$ cat config.mk
export PLATFORM = sky130hd
export DESIGN_NAME = mem_bus_arbiter
export DESIGN_NICKNAME = d
export VERILOG_FILES = /design/src/rtl/mem_arb_pkg.sv /design/src/rtl/mem_arb_pick.sv /design/src/rtl/mem_bus_arbiter.sv
export SDC_FILE = /design/constraint.sdc
export NUM_CORES = 1
export LEC_CHECK = 0
export CAP_MARGIN = 25
export CORE_UTILIZATION = 45
export DETAILED_ROUTE_END_ITERATION = 8
export GPL_ROUTABILITY_DRIVEN = 0
export HOLD_SLACK_MARGIN = 0.15
export PLACE_DENSITY = 0.86
export SYNTH_ARGS = -nofsm -noshare
export SYNTH_HDL_FRONTEND = slang
export SYNTH_SLANG_ARGS = --single-unit
$ cat constraint.sdc
create_clock -name iCLK -period 6.6 [get_ports iCLK]
set_input_delay 1.32 -clock iCLK [delete_from_list [all_inputs] [get_ports iCLK]]
set_output_delay 1.32 -clock iCLK [all_outputs]
set_load 0.02 [all_outputs]
$ cat src/rtl/mem_arb_pkg.sv
// mem_arb_pkg: shared constants for the fetch/data memory port arbiter.
// State codes, grant codes and default parameter values.
package mem_arb_pkg;

    localparam logic [1:0] IDLE   = 2'd0;
    localparam logic [1:0] BUSY_I = 2'd1;
    localparam logic [1:0] BUSY_D = 2'd2;

    typedef enum logic [1:0] {
        GNT_NONE = 2'd0,
        GNT_I    = 2'd1,
        GNT_D    = 2'd2
    } gnt_e;

    localparam int STARVE_LIMIT_DEF   = 4;
    localparam int TIMEOUT_CYCLES_DEF = 64;

endpackage

$ cat src/rtl/mem_arb_pick.sv
// mem_arb_pick: combinational grant selection between fetch and data.
// Data wins unless fetch has already waited through STARVE_LIMIT data grants.
module mem_arb_pick
    import mem_arb_pkg::*;
#(
    parameter int STARVE_LIMIT = STARVE_LIMIT_DEF
) (
    input  logic       elig_i,
    input  logic       elig_d,
    input  logic [3:0] starve_cnt,
    output logic [1:0] gnt
);

    localparam logic [3:0] SLIM = 4'(STARVE_LIMIT);

    always_comb begin
        gnt = GNT_NONE;
        if (elig_d && (!elig_i || starve_cnt < SLIM)) begin
            gnt = GNT_D;
        end else if (elig_i) begin
            gnt = GNT_I;
        end
    end

endmodule

$ cat src/rtl/mem_bus_arbiter.sv
// mem_bus_arbiter: shares one memory port between the IF and MEM buses.
// One registered command at a time, with per-requester done/err/stall.
module mem_bus_arbiter
    import mem_arb_pkg::*;
#(
    parameter int STARVE_LIMIT   = STARVE_LIMIT_DEF,
    parameter int TIMEOUT_CYCLES = TIMEOUT_CYCLES_DEF
) (
    input  logic        iCLK,
    input  logic        iRST,
    input  logic        iIReq,
    input  logic [31:0] iIAddr,
    output logic [31:0] oIRData,
    output logic        oIDone,
    output logic        oIErr,
    output logic        oIStall,
    input  logic        iDReq,
    input  logic        iDWrite,
    input  logic [31:0] iDAddr,
    input  logic [31:0] iDWData,
    input  logic [3:0]  iDByteEnable,
    output logic [31:0] oDRData,
    output logic        oDDone,
    output logic        oDErr,
    output logic        oDStall,
    output logic [31:0] oMemAddr,
    output logic [31:0] oMemWData,
    output logic [3:0]  oMemByteEnable,
    output logic        oMemRead,
    output logic        oMemWrite,
    input  logic [31:0] iMemRData,
    input  logic        iMemReady
);

    localparam logic [3:0] SLIM  = 4'(STARVE_LIMIT);
    localparam logic [7:0] TLAST = 8'(TIMEOUT_CYCLES - 1);

    logic [1:0]  state_q, state_d;
    logic [3:0]  starve_q, starve_d;
    logic [7:0]  tmo_q, tmo_d;
    logic [31:0] addr_q, addr_d;
    logic [31:0] wdata_q, wdata_d;
    logic [3:0]  be_q, be_d;
    logic        rd_q, rd_d;
    logic        wr_q, wr_d;
    logic [31:0] irdata_q, irdata_d;
    logic [31:0] drdata_q, drdata_d;
    logic        idone_q, idone_d;
    logic        ddone_q, ddone_d;
    logic        ierr_q, ierr_d;
    logic        derr_q, derr_d;

    logic        elig_i, elig_d;
    logic        timed_out, finish;
    logic [1:0]  pick, grant;

    // A requester's own done cycle must not re-trigger it.
    assign elig_i    = iIReq & ~idone_q;
    assign elig_d    = iDReq & ~ddone_q;
    assign timed_out = (tmo_q == TLAST) & ~iMemReady;
    assign finish    = (state_q != IDLE) & (iMemReady | timed_out);
    assign grant     = (state_q == IDLE) ? pick : GNT_NONE;

    mem_arb_pick #(
        .STARVE_LIMIT(STARVE_LIMIT)
    ) u_pick (
        .elig_i    (elig_i),
        .elig_d    (elig_d),
        .starve_cnt(starve_q),
        .gnt       (pick)
    );

    always_ff @(posedge iCLK) begin
        if (iRST) begin
            state_q <= IDLE;
        end else begin
            state_q <= state_d;
        end
    end

    always_comb begin
        state_d = state_q;
        unique case (state_q)
            IDLE: begin
                if (grant == GNT_D) begin
                    state_d = BUSY_D;
                end else if (grant == GNT_I) begin
                    state_d = BUSY_I;
                end
            end
            BUSY_I, BUSY_D: begin
                if (finish) state_d = IDLE;
            end
            default: state_d = IDLE;
        endcase
    end

    always_comb begin
        addr_d   = addr_q;
        wdata_d  = wdata_q;
        be_d     = be_q;
        rd_d     = rd_q;
        wr_d     = wr_q;
        irdata_d = irdata_q;
        drdata_d = drdata_q;
        idone_d  = 1'b0;
        ddone_d  = 1'b0;
        ierr_d   = 1'b0;
        derr_d   = 1'b0;
        tmo_d    = (state_q == IDLE) ? 8'd0 : tmo_q + 8'd1;

        unique case (grant)
            GNT_D: begin
                addr_d  = iDAddr;
                wdata_d = iDWData;
                be_d    = iDWrite ? iDByteEnable : 4'hF;
                rd_d    = ~iDWrite;
                wr_d    = iDWrite;
                tmo_d   = 8'd0;
            end
            GNT_I: begin
                addr_d  = iIAddr;
                wdata_d = 32'd0;
                be_d    = 4'hF;
                rd_d    = 1'b1;
                wr_d    = 1'b0;
                tmo_d   = 8'd0;
            end
            default: ;
        endcase

        if (finish) begin
            rd_d = 1'b0;
            wr_d = 1'b0;
            if (state_q == BUSY_I) begin
                idone_d  = 1'b1;
                ierr_d   = ~iMemReady;
                irdata_d = iMemReady ? iMemRData : 32'd0;
            end else begin
                ddone_d  = 1'b1;
                derr_d   = ~iMemReady;
                drdata_d = (iMemReady & ~wr_q) ? iMemRData : 32'd0;
            end
        end
    end

    // Counts data wins over a waiting fetch; any gap in fetch demand resets it.
    always_comb begin
        starve_d = starve_q;
        if (!elig_i || grant == GNT_I) begin
            starve_d = 4'd0;
        end else if (grant == GNT_D && starve_q < SLIM) begin
            starve_d = starve_q + 4'd1;
        end
    end

    always_ff @(posedge iCLK) begin
        if (iRST) begin
            starve_q <= 4'd0;
            tmo_q    <= 8'd0;
            addr_q   <= 32'd0;
            wdata_q  <= 32'd0;
            be_q     <= 4'd0;
            rd_q     <= 1'b0;
            wr_q     <= 1'b0;
            irdata_q <= 32'd0;
            drdata_q <= 32'd0;
            idone_q  <= 1'b0;
            ddone_q  <= 1'b0;
            ierr_q   <= 1'b0;
            derr_q   <= 1'b0;
        end else begin
            starve_q <= starve_d;
            tmo_q    <= tmo_d;
            addr_q   <= addr_d;
            wdata_q  <= wdata_d;
            be_q     <= be_d;
            rd_q     <= rd_d;
            wr_q     <= wr_d;
            irdata_q <= irdata_d;
            drdata_q <= drdata_d;
            idone_q  <= idone_d;
            ddone_q  <= ddone_d;
            ierr_q   <= ierr_d;
            derr_q   <= derr_d;
        end
    end

    assign oMemAddr       = addr_q;
    assign oMemWData      = wdata_q;
    assign oMemByteEnable = be_q;
    assign oMemRead       = rd_q;
    assign oMemWrite      = wr_q;
    assign oIRData        = irdata_q;
    assign oDRData        = drdata_q;
    assign oIDone         = idone_q;
    assign oDDone         = ddone_q;
    assign oIErr          = ierr_q;
    assign oDErr          = derr_q;
    assign oIStall        = iIReq & ~idone_q;
    assign oDStall        = iDReq & ~ddone_q;

endmodule
# == Yosys cells after proc, flatten, opt, wreduce, memory -nomap -nowiden ==
# Cells that the tools add are included.
# word_totals
ff_bits,152
# classes
n_bitwise,13
reduce_logical,18
magnitude_cmp,1
add_sub_neg,2
n_mux,17
eq_ne,7
# op_table
op,count
$pmux 32 s2,2
$mux 32,2
$mux 2,5
$add 8x1->8 const B,1
$eq 8x6->1 const B,1
$pmux 4 s2,1
$reduce_or 2->1,4
$not 1->1,7
$reduce_and 2->1,3
$reduce_or 3->1,2
$and 1x1->1,5
$add 4x1->4 const B,1
$eq 2x1->1 const B,2
$eq 2x2->1 const B,2
$lt 4x3->1 const B,1
$mux 4,1
$pmux 1 s2,2
$pmux 2 s2,1
$reduce_bool 2->1,2
$reduce_or 4->1,1
$mux 1,3
$ne 3x1->1 const B,1
$logic_and 1x1->1,2
$logic_not 2->1,1
4 further kinds,5

# == Depth between registers and ports, before layout ==
# depth
ltp_word,11
ltp_mapped,11
depth_no_buf,7

# == Cells and area by module ==
# From an unflattened synthesis, not the netlist that was laid out.
# hier_totals
cells_unflattened,623
hier_area_um2,6283.5
# modules_own_cells
mod,area_each_um2,cells_per_inst,n_inst,seq_area_each_um2
mem_bus_arbiter,6261.0,619,1,3042.9
mem_arb_pick,22.5,4,1,0.0

# == Worst setup path after synthesis ==
# Ideal clock, no wire load.
# synth_path
kind,input to register
from,input port iIReq
to,"register wdata_q[10], in the netlist oMemWData[10]"
path_stages,8
setup_ns,0.060
setup_slack_ns,3.106
t_required_ns,6.540
arrival_time_ns,3.435
path_cell_list,nor2b_1 > o21ai_0 > and3_1 > ha_1 > buf_2 > nor3_1 > clkbuf_1 > a22o_1
# synth_between
elab_chain_len,8
elab_cells_between_ends,11
# synth_lines
item,line_no,rtl
"start, declared",mem_bus_arbiter.sv:11,"input logic iIReq,"
$and 1x1->1 (*),mem_bus_arbiter.sv:58,assign elig_i = iIReq & ~idone_q;
$logic_not 1->1,mem_arb_pick.sv:18,if (elig_d && (!elig_i || starve_cnt < SLIM)) begin
$logic_or 1x1->1,mem_arb_pick.sv:18,
$logic_and 1x1->1,mem_arb_pick.sv:18,
$mux 2 (*),mem_arb_pick.sv:18,
$mux 2 (*),mem_bus_arbiter.sv:62,assign grant = (state_q == IDLE) ? pick : GNT_NONE;
$eq 2x1->1 / $eq 2x2->1 (equally long branches),mem_bus_arbiter.sv:112,unique case (grant)
$pmux 32 s2 / $reduce_bool 2->1 (equally long branches),-,
"end signal, assigned",mem_bus_arbiter.sv:176,wdata_q <= wdata_d;
"end, declared",mem_bus_arbiter.sv:42,"logic [31:0] wdata_q, wdata_d;"
# Every way passes the cells marked *; elsewhere a longest branch is shown, timed or not.
# A chain may end at the register's enable or synchronous reset.

# == Worst setup path after layout ==
# layout_path
from,input port iIReq
to,output port oIStall
# layout_between
elab_chain_len,1
# layout_lines
item,line_no,rtl
$and 1x1->1,mem_bus_arbiter.sv:200,assign oIStall = iIReq & ~idone_q;
"end, declared",mem_bus_arbiter.sv:16,"output logic oIStall,"
# No other way between the ends.

==> results.sh <==
export IMPL_rsz0062_at_grt="no"
export IMPL_grt_first_pass_wirelength_um=29380
export IMPL_core_area_um2=13190
export IMPL_viasPerCell=5.476
export IMPL_hold_violations=0
export IMPL_final_common_cell="clkdlybuf4s50_1"
export IMPL_period_share=0.6085
export IMPL_p_per_area_nw_per_um2=362.5
export IMPL_slew_headroom=0.3169
export IMPL_vias=5969
export IMPL_seq_area_um2=3043
export IMPL_netlist_instances=655
export IMPL_cts_path_max_buffers=2
export IMPL_die_width_um=118.2
export IMPL_synth_xor_area_share=0.005770
export IMPL_ant_nets=0
export IMPL_arrival_ns=2.70
export IMPL_peakVddDrop_v=0.0002172
export IMPL_wl_um=18490
export IMPL_skew_ns=0.008009
export IMPL_yosysWarnings=0
export IMPL_grt_max_degree=71
export IMPL_regToRegSetupSlack_ns=3.72
export IMPL_syn_area_um2=6072
export IMPL_cts_buffers=17
export IMPL_grtUsageTotal=0.2639
export IMPL_period_minus_slack_ns=4.016
export IMPL_postCtsSetupRepairBufs=0
export IMPL_synth_simple_area_share=0.1218
export IMPL_dieArea_um2=13960
export IMPL_postLayoutCoreUtil=0.7231
export IMPL_start_util=0.4603
export IMPL_mostFrequentLayoutCells="clkdlybuf4s50_1, dfxtp_1, nand2_1, a21oi_1, a311oi_1"
export IMPL_wire_per_inst_um=16.97
export IMPL_synth_fa_ha_area_frac=0.01442
export IMPL_leakage_nw=3.294
export IMPL_rows=42
export IMPL_worst_path_max_fanout=5
export IMPL_syn2layout_area_growth_pct=57.08
export IMPL_multi_input_area_um2=2763
export IMPL_synthMuxAreaShare=0.06264
export IMPL_seq_area_frac_synth=0.5011
export IMPL_cp_start_kind="input pin"
export IMPL_syn_num_nets=800
export IMPL_nNetsFinal=1047
export IMPL_cts_tree="yes"
export IMPL_gr_total_overflow=0
export IMPL_dpl_hpwl_um=12250
export IMPL_clkSlewWorstSetupHoldPaths_ns=0.06
export IMPL_max_freq_mhz=249.0
export IMPL_io_pins=278
export IMPL_post_cts_resize_count=0
export IMPL_cts_htree_levels=4
export IMPL_synth_top_family_by_area="compound AO/OA/AOI/OAI gates"
export IMPL_min_path_type="reg -> reg"
export IMPL_worstSetupEndpointType="output port"
export IMPL_drc=0
export IMPL_holdBufCountCts=0
export IMPL_grt_pass1_vias=5813
export IMPL_slew_violations=0
export IMPL_ys_seq_elements=152
export IMPL_port_buffers=277
export IMPL_setup_violations=0
export IMPL_worstSkewPairLatency_ns=0.42
export IMPL_antenna_cells=0
export IMPL_drt_iter0_markers=394
export IMPL_maxCapViolCount=0
export IMPL_drive_gt1_frac=0.09409
export IMPL_status="finished clean"
export IMPL_critPathKind="in -> out"
export IMPL_drtPass1Iterations=5
export IMPL_chipHeight_um=118.2
export IMPL_tns_ns=0
export IMPL_synth_area_per_cell_um2=9.270
export IMPL_fill_cells=992
export IMPL_worstPathRequired_ns=5.28
export IMPL_ctsRootBufferMaster="clkbuf_16"
export IMPL_synth_compound_area_share=0.2471
export IMPL_antenna_found_initial=0
export IMPL_cts_sinks=152
export IMPL_worst_pin_slew_ns=1.021
export IMPL_synthDistinctLibCells=38
registers in the layout (all words and copies together) (netlist names):
name and flops:
oIRData 32, state_q 2, oDRData 32, oMemByteEnable 4, oMemAddr 32, starve_q 4, tmo_q 8, oMemRead 1
oDErr 1, oDDone 1, oMemWrite 1, oMemWData 32, oIErr 1, oIDone 1
layout make-up:
class | instances | share of cell area
clock buffers | 22 | 0.04972
clock inverters | 9 | 0.01286
inverters | 8 | 0.003148
multi-input cells | 435 | 0.2896
flip-flops and latches | 152 | 0.3190
well taps | 176 | 0.02309
repair buffers | 288 | 0.3025
layer usage:
layer	up-vias	part of all wire	GRT usage
li1	2885	-	-
met1	2813	0.40	0.3080
met3	39	0.070	0.08108
met2	232	0.50	0.4412
met5	-	0	0
met4	0	0.029	0.1234
synth_stat cells, drive strengths merged:
cell type,number,area share
o41ai,2,0.0060
nand2,135,0.083
a211oi,1,0.0012
o21bai,1,0.0012
or4,1,0.0012
o221ai,1,0.0014
or3,3,0.0031
a311oi,64,0.092
mux2i,2,0.0033
and3,3,0.0031
nor2b,5,0.0052
a221oi,1,0.0014
nor3,2,0.0016
a21oi,101,0.083
nand4,1,0.0010
a22o,32,0.046
ha,7,0.014
nor4b,2,0.0029
o221a,4,0.0074
clkbuf,32,0.020
or3b,1,0.0014
nand3,7,0.0066
and3b,2,0.0029
dfxtp,152,0.50
nor3b,1,0.0012
xnor2,2,0.0029
a31oi,1,0.0010
mux2,32,0.059
inv,8,0.0049
o21ai,5,0.0041
xor2,2,0.0029
nor2,13,0.0080
buf,28,0.022
o32ai,1,0.0014
cells by family (layout without fill, tap and decap cells):
| kind of cell | count (synthesis) | count (layout) |
|---|---|---|
| AOI/OAI and AO/OA | 214 | 214 |
| and+or+nand+nor | 176 | 176 |
| DFF | 152 | 152 |
| buffers and inverters | 68 | 327 |
| muxes | 34 | 34 |
| adders and majority gates | 7 | 7 |
| xor gates and xnor gates | 4 | 4 |
final timing paths:
kind,from,endpoint,cells after the start
max,iIReq,oIStall,3
min,oMemAddr[2],oMemAddr[2],2
max reg2reg,state_q[0],oMemWData[17],10
min reg2reg,oMemAddr[2],oMemAddr[2],2
per-stage QoR:
stage / power (W) / cells / instance area (um2) / setup slack (ns) / hold WS, ns
after floorplan: 0.001912 / 655 / 6072 / 3.106 / 0.4413
after global placement: 0.002450 / 1057 / 8894 / 1.948 / 0.4463
after detailed placement: 0.002481 / 1058 / 8921 / 2.386 / 0.4534
after CTS: 0.003471 / 1089 / 9518 / 2.582 / 0.4606
after global routing: 0.003628 / 1090 / 9538 / 2.534 / 0.4765
final: 0.003457 / 1090 / 9538 / 2.584 / 0.4602
power breakdown:
group / internal, W / switching [W]
Clock: 0.000619 / 0.000360
Combinational: 0.000581 / 0.000707
Sequential: 0.00109 / 0.000100
critical path, cell delays in order:
cell and delay (ns):
clkdlybuf4s50_1 0.45, nor2b_1 0.27, clkdlybuf4s50_1 0.66
Note: power is estimated with default switching activity, not from simulation.
